`config.mk`:
```
export PLATFORM = sky130hd
export DESIGN_NAME = cache_refill_controller_flat
export DESIGN_NICKNAME = d
export VERILOG_FILES = /design/src/rtl/cache_refill_controller_if.sv /design/src/rtl/cache_refill_controller.sv /design/src/flat_wrapper.sv
export SDC_FILE = /design/constraint.sdc
export NUM_CORES = 1
export LEC_CHECK = 0
export ABC_CLOCK_PERIOD_IN_PS = 2690
export CAP_MARGIN = 20
export CORE_MARGIN = 5
export CORE_UTILIZATION = 30
export DETAILED_ROUTE_END_ITERATION = 6
export PLACE_DENSITY = 0.63
export REMOVE_ABC_BUFFERS = 1
export SLEW_MARGIN = 10
export SYNTH_ARGS = -nofsm -noshare
export SYNTH_HDL_FRONTEND = slang
export SYNTH_SLANG_ARGS = --single-unit
```
`constraint.sdc`:
```
create_clock -name clk -period 2.69 [get_ports clk]
set_input_delay 0.269 -clock clk [delete_from_list [all_inputs] [get_ports clk]]
set_output_delay 0.269 -clock clk [all_outputs]
set_load 0.02 [all_outputs]
```
`src/rtl/cache_refill_controller_if.sv`:
```
// Miss, tag-array, LRU and memory-side signals of the refill controller.
// The master modport is the controller; the slave modport is its environment.
interface cache_refill_controller_if #(
  parameter int WAY_NUM         = 4,
  parameter int INDEX_BIT_WIDTH = 2,
  parameter int TAG_BIT_WIDTH   = 8
);
  localparam int WAY_W  = $clog2(WAY_NUM);
  localparam int ADDR_W = TAG_BIT_WIDTH + INDEX_BIT_WIDTH;

  logic                       missReq;
  logic [INDEX_BIT_WIDTH-1:0] missIndex;
  logic [TAG_BIT_WIDTH-1:0]   missTag;
  logic                       missAck;
  logic [INDEX_BIT_WIDTH-1:0] lruIndex;
  logic [WAY_W-1:0]           victimWay;
  logic                       victimValid;
  logic                       victimDirty;
  logic [TAG_BIT_WIDTH-1:0]   victimTag;
  logic                       wbReq;
  logic [ADDR_W-1:0]          wbAddr;
  logic                       wbAck;
  logic                       fillReq;
  logic [ADDR_W-1:0]          fillAddr;
  logic                       fillAck;
  logic                       fillValid;
  logic                       tagWe;
  logic [WAY_W-1:0]           tagWeWay;
  logic [TAG_BIT_WIDTH-1:0]   tagWeTag;
  logic                       lruAccess;
  logic [WAY_W-1:0]           lruAccessWay;
  logic                       refillDone;
  logic                       busy;

  modport master (
    input  missReq, missIndex, missTag, victimWay, victimValid, victimDirty,
           victimTag, wbAck, fillAck, fillValid,
    output missAck, lruIndex, wbReq, wbAddr, fillReq, fillAddr, tagWe,
           tagWeWay, tagWeTag, lruAccess, lruAccessWay, refillDone, busy
  );

  modport slave (
    output missReq, missIndex, missTag, victimWay, victimValid, victimDirty,
           victimTag, wbAck, fillAck, fillValid,
    input  missAck, lruIndex, wbReq, wbAddr, fillReq, fillAddr, tagWe,
           tagWeWay, tagWeTag, lruAccess, lruAccessWay, refillDone, busy
  );
endinterface

```
`src/rtl/cache_refill_controller.sv`:
```
// Miss-side refill sequencer: picks the LRU victim, writes it back if dirty,
// fetches the missing line, installs the tag and marks the way most-recent.
module cache_refill_controller #(
  parameter int WAY_NUM         = 4,
  parameter int INDEX_BIT_WIDTH = 2,
  parameter int TAG_BIT_WIDTH   = 8
) (
  input  logic                      clk,
  input  logic                      rst,
  cache_refill_controller_if.master bus
);
  localparam int WAY_W = $clog2(WAY_NUM);

  localparam logic [2:0] IDLE      = 3'd0;
  localparam logic [2:0] SELECT    = 3'd1;
  localparam logic [2:0] WB_REQ    = 3'd2;
  localparam logic [2:0] FILL_REQ  = 3'd3;
  localparam logic [2:0] FILL_WAIT = 3'd4;
  localparam logic [2:0] INSTALL   = 3'd5;

  logic [2:0]                 state_q, state_d;
  logic [INDEX_BIT_WIDTH-1:0] index_q, index_d;
  logic [TAG_BIT_WIDTH-1:0]   tag_q, tag_d;
  logic [WAY_W-1:0]           victim_way_q, victim_way_d;
  logic [TAG_BIT_WIDTH-1:0]   victim_tag_q, victim_tag_d;
  logic [WAY_W-1:0]           inst_way_q, inst_way_d;
  logic [TAG_BIT_WIDTH-1:0]   inst_tag_q, inst_tag_d;
  logic                       idle;
  logic                       install;

  assign idle    = (state_q == IDLE);
  assign install = (state_q == INSTALL);

  always_comb begin
    state_d      = state_q;
    index_d      = index_q;
    tag_d        = tag_q;
    victim_way_d = victim_way_q;
    victim_tag_d = victim_tag_q;
    inst_way_d   = inst_way_q;
    inst_tag_d   = inst_tag_q;
    case (state_q)
      IDLE: begin
        if (bus.missReq) begin
          state_d = SELECT;
          index_d = bus.missIndex;
          tag_d   = bus.missTag;
        end
      end
      SELECT: begin
        victim_way_d = bus.victimWay;
        victim_tag_d = bus.victimTag;
        // An invalid line never needs write-back, whatever its dirty bit says.
        state_d = (bus.victimValid && bus.victimDirty) ? WB_REQ : FILL_REQ;
      end
      WB_REQ:   if (bus.wbAck)   state_d = FILL_REQ;
      FILL_REQ: if (bus.fillAck) state_d = FILL_WAIT;
      FILL_WAIT: begin
        if (bus.fillValid) begin
          state_d = INSTALL;
          // Install fields live in their own registers so they stay put until the next install.
          inst_way_d = victim_way_q;
          inst_tag_d = tag_q;
        end
      end
      INSTALL: state_d = IDLE;
      default: state_d = IDLE;
    endcase
  end

  always_ff @(posedge clk or negedge rst) begin
    if (!rst) begin
      state_q      <= IDLE;
      index_q      <= '0;
      tag_q        <= '0;
      victim_way_q <= '0;
      victim_tag_q <= '0;
      inst_way_q   <= '0;
      inst_tag_q   <= '0;
    end else begin
      state_q      <= state_d;
      index_q      <= index_d;
      tag_q        <= tag_d;
      victim_way_q <= victim_way_d;
      victim_tag_q <= victim_tag_d;
      inst_way_q   <= inst_way_d;
      inst_tag_q   <= inst_tag_d;
    end
  end

  // Outputs fed straight from inputs are gated so everything reads 0 while reset is held.
  assign bus.missAck      = idle & bus.missReq & rst;
  assign bus.lruIndex     = !rst ? '0 : (idle ? bus.missIndex : index_q);
  assign bus.wbReq        = (state_q == WB_REQ);
  assign bus.wbAddr       = {victim_tag_q, index_q};
  assign bus.fillReq      = (state_q == FILL_REQ);
  assign bus.fillAddr     = {tag_q, index_q};
  assign bus.tagWe        = install;
  assign bus.tagWeWay     = inst_way_q;
  assign bus.tagWeTag     = inst_tag_q;
  assign bus.lruAccess    = install;
  assign bus.lruAccessWay = inst_way_q;
  assign bus.refillDone   = install;
  assign bus.busy         = !idle;
endmodule

```
`src/flat_wrapper.sv`:
```
// flat-port wrapper written by rule: the top's interface ports become plain ports
module cache_refill_controller_flat 
#(
  parameter int WAY_NUM         = 4,
  parameter int INDEX_BIT_WIDTH = 2,
  parameter int TAG_BIT_WIDTH   = 8
)
  (clk, rst, bus_missReq, bus_missIndex, bus_missTag, bus_victimWay, bus_victimValid, bus_victimDirty, bus_victimTag, bus_wbAck, bus_fillAck, bus_fillValid, bus_missAck, bus_lruIndex, bus_wbReq, bus_wbAddr, bus_fillReq, bus_fillAddr, bus_tagWe, bus_tagWeWay, bus_tagWeTag, bus_lruAccess, bus_lruAccessWay, bus_refillDone, bus_busy);
  cache_refill_controller_if #(.WAY_NUM(WAY_NUM), .INDEX_BIT_WIDTH(INDEX_BIT_WIDTH), .TAG_BIT_WIDTH(TAG_BIT_WIDTH)) bus_i ();
  input  logic clk;
  input  logic rst;
  input wire logic [$bits(bus_i.missReq)-1:0] bus_missReq;
  input wire logic [$bits(bus_i.missIndex)-1:0] bus_missIndex;
  input wire logic [$bits(bus_i.missTag)-1:0] bus_missTag;
  input wire logic [$bits(bus_i.victimWay)-1:0] bus_victimWay;
  input wire logic [$bits(bus_i.victimValid)-1:0] bus_victimValid;
  input wire logic [$bits(bus_i.victimDirty)-1:0] bus_victimDirty;
  input wire logic [$bits(bus_i.victimTag)-1:0] bus_victimTag;
  input wire logic [$bits(bus_i.wbAck)-1:0] bus_wbAck;
  input wire logic [$bits(bus_i.fillAck)-1:0] bus_fillAck;
  input wire logic [$bits(bus_i.fillValid)-1:0] bus_fillValid;
  output wire logic [$bits(bus_i.missAck)-1:0] bus_missAck;
  output wire logic [$bits(bus_i.lruIndex)-1:0] bus_lruIndex;
  output wire logic [$bits(bus_i.wbReq)-1:0] bus_wbReq;
  output wire logic [$bits(bus_i.wbAddr)-1:0] bus_wbAddr;
  output wire logic [$bits(bus_i.fillReq)-1:0] bus_fillReq;
  output wire logic [$bits(bus_i.fillAddr)-1:0] bus_fillAddr;
  output wire logic [$bits(bus_i.tagWe)-1:0] bus_tagWe;
  output wire logic [$bits(bus_i.tagWeWay)-1:0] bus_tagWeWay;
  output wire logic [$bits(bus_i.tagWeTag)-1:0] bus_tagWeTag;
  output wire logic [$bits(bus_i.lruAccess)-1:0] bus_lruAccess;
  output wire logic [$bits(bus_i.lruAccessWay)-1:0] bus_lruAccessWay;
  output wire logic [$bits(bus_i.refillDone)-1:0] bus_refillDone;
  output wire logic [$bits(bus_i.busy)-1:0] bus_busy;
  assign bus_i.missReq = bus_missReq;
  assign bus_i.missIndex = bus_missIndex;
  assign bus_i.missTag = bus_missTag;
  assign bus_i.victimWay = bus_victimWay;
  assign bus_i.victimValid = bus_victimValid;
  assign bus_i.victimDirty = bus_victimDirty;
  assign bus_i.victimTag = bus_victimTag;
  assign bus_i.wbAck = bus_wbAck;
  assign bus_i.fillAck = bus_fillAck;
  assign bus_i.fillValid = bus_fillValid;
  assign bus_missAck = bus_i.missAck;
  assign bus_lruIndex = bus_i.lruIndex;
  assign bus_wbReq = bus_i.wbReq;
  assign bus_wbAddr = bus_i.wbAddr;
  assign bus_fillReq = bus_i.fillReq;
  assign bus_fillAddr = bus_i.fillAddr;
  assign bus_tagWe = bus_i.tagWe;
  assign bus_tagWeWay = bus_i.tagWeWay;
  assign bus_tagWeTag = bus_i.tagWeTag;
  assign bus_lruAccess = bus_i.lruAccess;
  assign bus_lruAccessWay = bus_i.lruAccessWay;
  assign bus_refillDone = bus_i.refillDone;
  assign bus_busy = bus_i.busy;
  cache_refill_controller #(.WAY_NUM(WAY_NUM), .INDEX_BIT_WIDTH(INDEX_BIT_WIDTH), .TAG_BIT_WIDTH(TAG_BIT_WIDTH)) u_core (.clk(clk), .rst(rst), .bus(bus_i));
endmodule
```
Word level (Yosys, flattened, before mapping) --
Cells that the tools add are included.
Storage, ports and cells: word-level logic and storage cells 32, output and inout bits 41, flip-flop bits (word level) 33
Operators by class: multiplexer cells 8, reductions and logical operators 6, equality and inequality tests 9, bitwise operators 2
Operators by type and width (count):
- 3-bit one-hot mux with 5 select lines | 1
- 3-bit two-way mux | 4
- 2-bit != test (second input constant) | 4
- 3-bit by 2-bit == test with 1-bit output (second input constant) | 2
- 3-bit == test (second input constant) | 2
- 2-bit two-way mux | 2
- 2-bit AND reduction | 2
- 4-bit AND reduction | 1
- 3-bit by 1-bit == test with 1-bit output (second input constant) | 1
- 3-bit zero test | 1
- 1-bit bitwise AND | 2
- 1-bit logical AND | 1
- 1-bit zero test | 1
- 1-bit two-way mux | 1

Longest topological paths before layout --
depth in word-level cells 3, depth in mapped cells 5, mapped depth without buffers 3

Least setup slack after synthesis --
Ideal clock, no wire load.
path kind register to output, start point reg u_core.state_q[1], end point out bus_lruIndex[0], data arrival time 1.302 ns, buffers on the path 1, required time 2.421 ns, stages on the path, launching flop included 5, slack 1.119 ns, cells stage by stage dfrtp_1 buf_2 nor3_1 mux2i_1 nor2b_1
Between the ends: longest elaborated chain between the ends 3
Ends and longest elaborated chain:
- start: declaration | RTL line cache_refill_controller.sv:21 | logic [2:0] state_q, state_d;
- start signal: assignment | RTL line cache_refill_controller.sv:81 | state_q <= state_d;
- 3-bit zero test | RTL line cache_refill_controller.sv:31 | assign idle = (state_q == IDLE);
- 2-bit two-way mux (2 in a row) | RTL line cache_refill_controller.sv:93 | assign bus.lruIndex = !rst ? '0 : (idle ? bus.missIndex : index_q);
- end: declaration | RTL line flat_wrapper.sv:23 | output wire logic [$bits(bus_i.lruIndex)-1:0] bus_lruIndex;
Every way passes these cells.

Final worst setup path --
start point reg u_core.state_q[1], end point out bus_lruIndex[1]
Same word-level chain as after synthesis.

==> run metrics <==
Worst EP required=2.42 ns; Final WS setup=0.292 ns; unrepaired setup endpoints after global routing=no; num ports=69; CP Class=flop to output port; fin crit period=2.40 ns; share of layout cells above drive strength 1=0.256; Fin. Hold Viols=0; top cell type's share of synthesized area=0.553; leakage=0.000961 uW; R2R depth=3; Net Sw Frac=0.362; Post-Place Worst Slack=0.582 ns; worst slew pin tran=0.496 ns; Hold/Removal Path Class=primary input to asynchronous set/reset pin; Max Clock Skew=0.00247 ns; Die Area=6490 sq um; Vias=1021; Reg power frac=0.330; Int Power=1800 uW; clock slew at reported path FFs=0.06 ns; largest net degree at the start of global routing=26; startpoint types=flop; clock sink total=33; # rows=25; detailed-route vias per instance=4.34; Post-Syn Area per Cell=14.9 sq um; routability cong.=0.732; r2r setup slk=1.21 ns; nets@finish=196; Synth cell types=22; final setup TNS=0 ns; period utilization=0.891; Synth area leader=dfrtp_1; Core Region=4790 sq um; combinational power share=0.541; Worst slew margin=0.667; Fillers=412; synthesized instance count=100; IO buf count=68; CTS buffer count=5; Antenna Cells=0; count of final setup violators=0; register area share after synthesis=0.553; clk_lat worst skew=0.27 ns; drt wl/cell=14.3 um; First-pass DRT Iterations=2; htree depth=2; register bit total from synthesis=33; fmax=417 MHz; initial core utilization=0.312; TritonCTS clock tree=yes; vias in the first global route=1151; wirelength, routed=3370 um; Root Buffer=clkbuf_8; Peak VDD IR=0.524 mV; Synth area leaders=dfrtp_1, mux2_4, mux2_2, buf_4, and3_4; drt drc=0; Clock power frac=0.129; Post-DRT Antenna Nets=0; Detail Placement HPWL=2590 um; Psw=1020 uW; Die W=80.5 um; synthesized area=1490 sq um; Max clock buf depth=2; final count of pins violating max slew=0; Power Density=1230 nW/um^2; synth warn=0; Setup crit end kind=output port; DRT iter0 DRCs=27; gr usage total=0.112; initial antenna violation count=0; first-pass GRT wire length=5460 um; Syn-to-layout area delta=53.0%; gr ovfl total=0; worst-path maximum fanout=9; die height=80.5 um; max cap viols=0; status=complete, no violations; WP data arrival=2.13 ns
==> flip-flops by register name (all words and copies together) (netlist names) <==
name	count
u_core.index_q	2
u_core.victim_tag_q	8
u_core.tag_q	8
u_core.state_q	3
u_core.bus.tagWeTag	8
u_core.bus.lruAccessWay	2
u_core.victim_way_q	2
==> layout make-up <==
class,count,area [sq um],area share
multi-input cells,55,583,0.255
flip-flops and latches,33,826,0.362
well taps,67,83.8,0.0367
repair buffers,70,693,0.304
clock buffers,7,86.3,0.0378
inverters,3,11.3,0.00493
==> cell families (layout without fill, tap and decap cells) <==
group / count (synthesis) / in the layout / share of synthesized area
DFF: 33 / 33 / 0.553
AOI/OAI and AO/OA: 3 / 3 / 0.0134
and+or+nand+nor: 19 / 19 / 0.0821
buffers and inverters: 12 / 80 / 0.0562
muxes: 33 / 33 / 0.295
==> worst paths after layout <==
kind,start,endpoint
setup / recovery,u_core.state_q[1],bus_lruIndex[1]
min in group clk,u_core.victim_tag_q[4],u_core.victim_tag_q[4]
hold reg to reg,u_core.victim_tag_q[4],u_core.victim_tag_q[4]
setup reg to reg,u_core.state_q[1],u_core.index_q[0]
hold / removal,rst,u_core.bus.tagWeTag[6]
max in group asynchronous,rst,u_core.state_q[2]
==> synthesized netlist by cell type (all sizes together) <==
cell and instances:
and3 4, nand2b 2, o2111ai 1, a21oi 1
nand2 3, and2 1, nor2 4, inv 3
nor2b 2, dfrtp 33, nor3 2, mux2i 2
mux2 31, buf 9, nor4bb 1, o22ai 1
==> power groups by stage <==
| stage | Sequential, uW | Clock [uW] | Combinational [uW] |
|---|---|---|---|
| final | 930 | 364 | 1520 |
| after global routing | 971 | 402 | 1610 |
| after CTS | 934 | 383 | 1550 |
| after detailed placement | 935 | 0 | 1540 |
| after global placement | 918 | 0 | 1520 |
| after floorplan | 1190 | 0 | 575 |
==> metal layers <==
metal,share of wire,global-route usage,up-vias
met5,0,0,-
met4,0.0086,0.0355,0
met3,0.099,0.0549,4
met2,0.48,0.190,45
met1,0.41,0.120,496
li1,-,-,476
==> critical path: stages (launching register included) <==
cell and delay (ns):
dfrtp_1 0.48, nor3_1 0.47, mux2i_1 0.14, nor2b_1 0.13, clkdlybuf4s50_1 0.63
==> what timing repair did <==
item,in CTS,in global routing
hold buffers,1,0
buffers inserted,0,0
resized for setup,0,0
hold endpoints to repair,8,0
==> metrics by stage <==
step / instance area (sq um) / power (uW) / cells / util / hold slack (ns)
CTS: 2280 / 2860 / 235 / 0.477 / 0.395
detailed placement: 2190 / 2480 / 227 / 0.457 / 0.152
finish: 2280 / 2820 / 235 / 0.477 / 0.391
global route: 2280 / 2980 / 235 / 0.477 / 0.415
global placement: 2190 / 2440 / 227 / 0.457 / 0.149
floorplan: 1420 / 1760 / 91 / - / -0.0266
==> cell usage in the layout (no fill, tap or decap), drive strengths merged <==
master         instances
buf                    2
nor3                   2
inv                    3
nor2b                  2
dlygate4sd3            1
and2                   1
o2111ai                1
nor4bb                 1
o22ai                  1
clkdlybuf4s50         67
dfrtp                 33
and3                   4
mux2i                  2
a21oi                  1
clkbuf                 7
nand2                  3
nor2                   4
mux2                  31
nand2b                 2
Note: power is estimated with default switching activity, not from simulation.
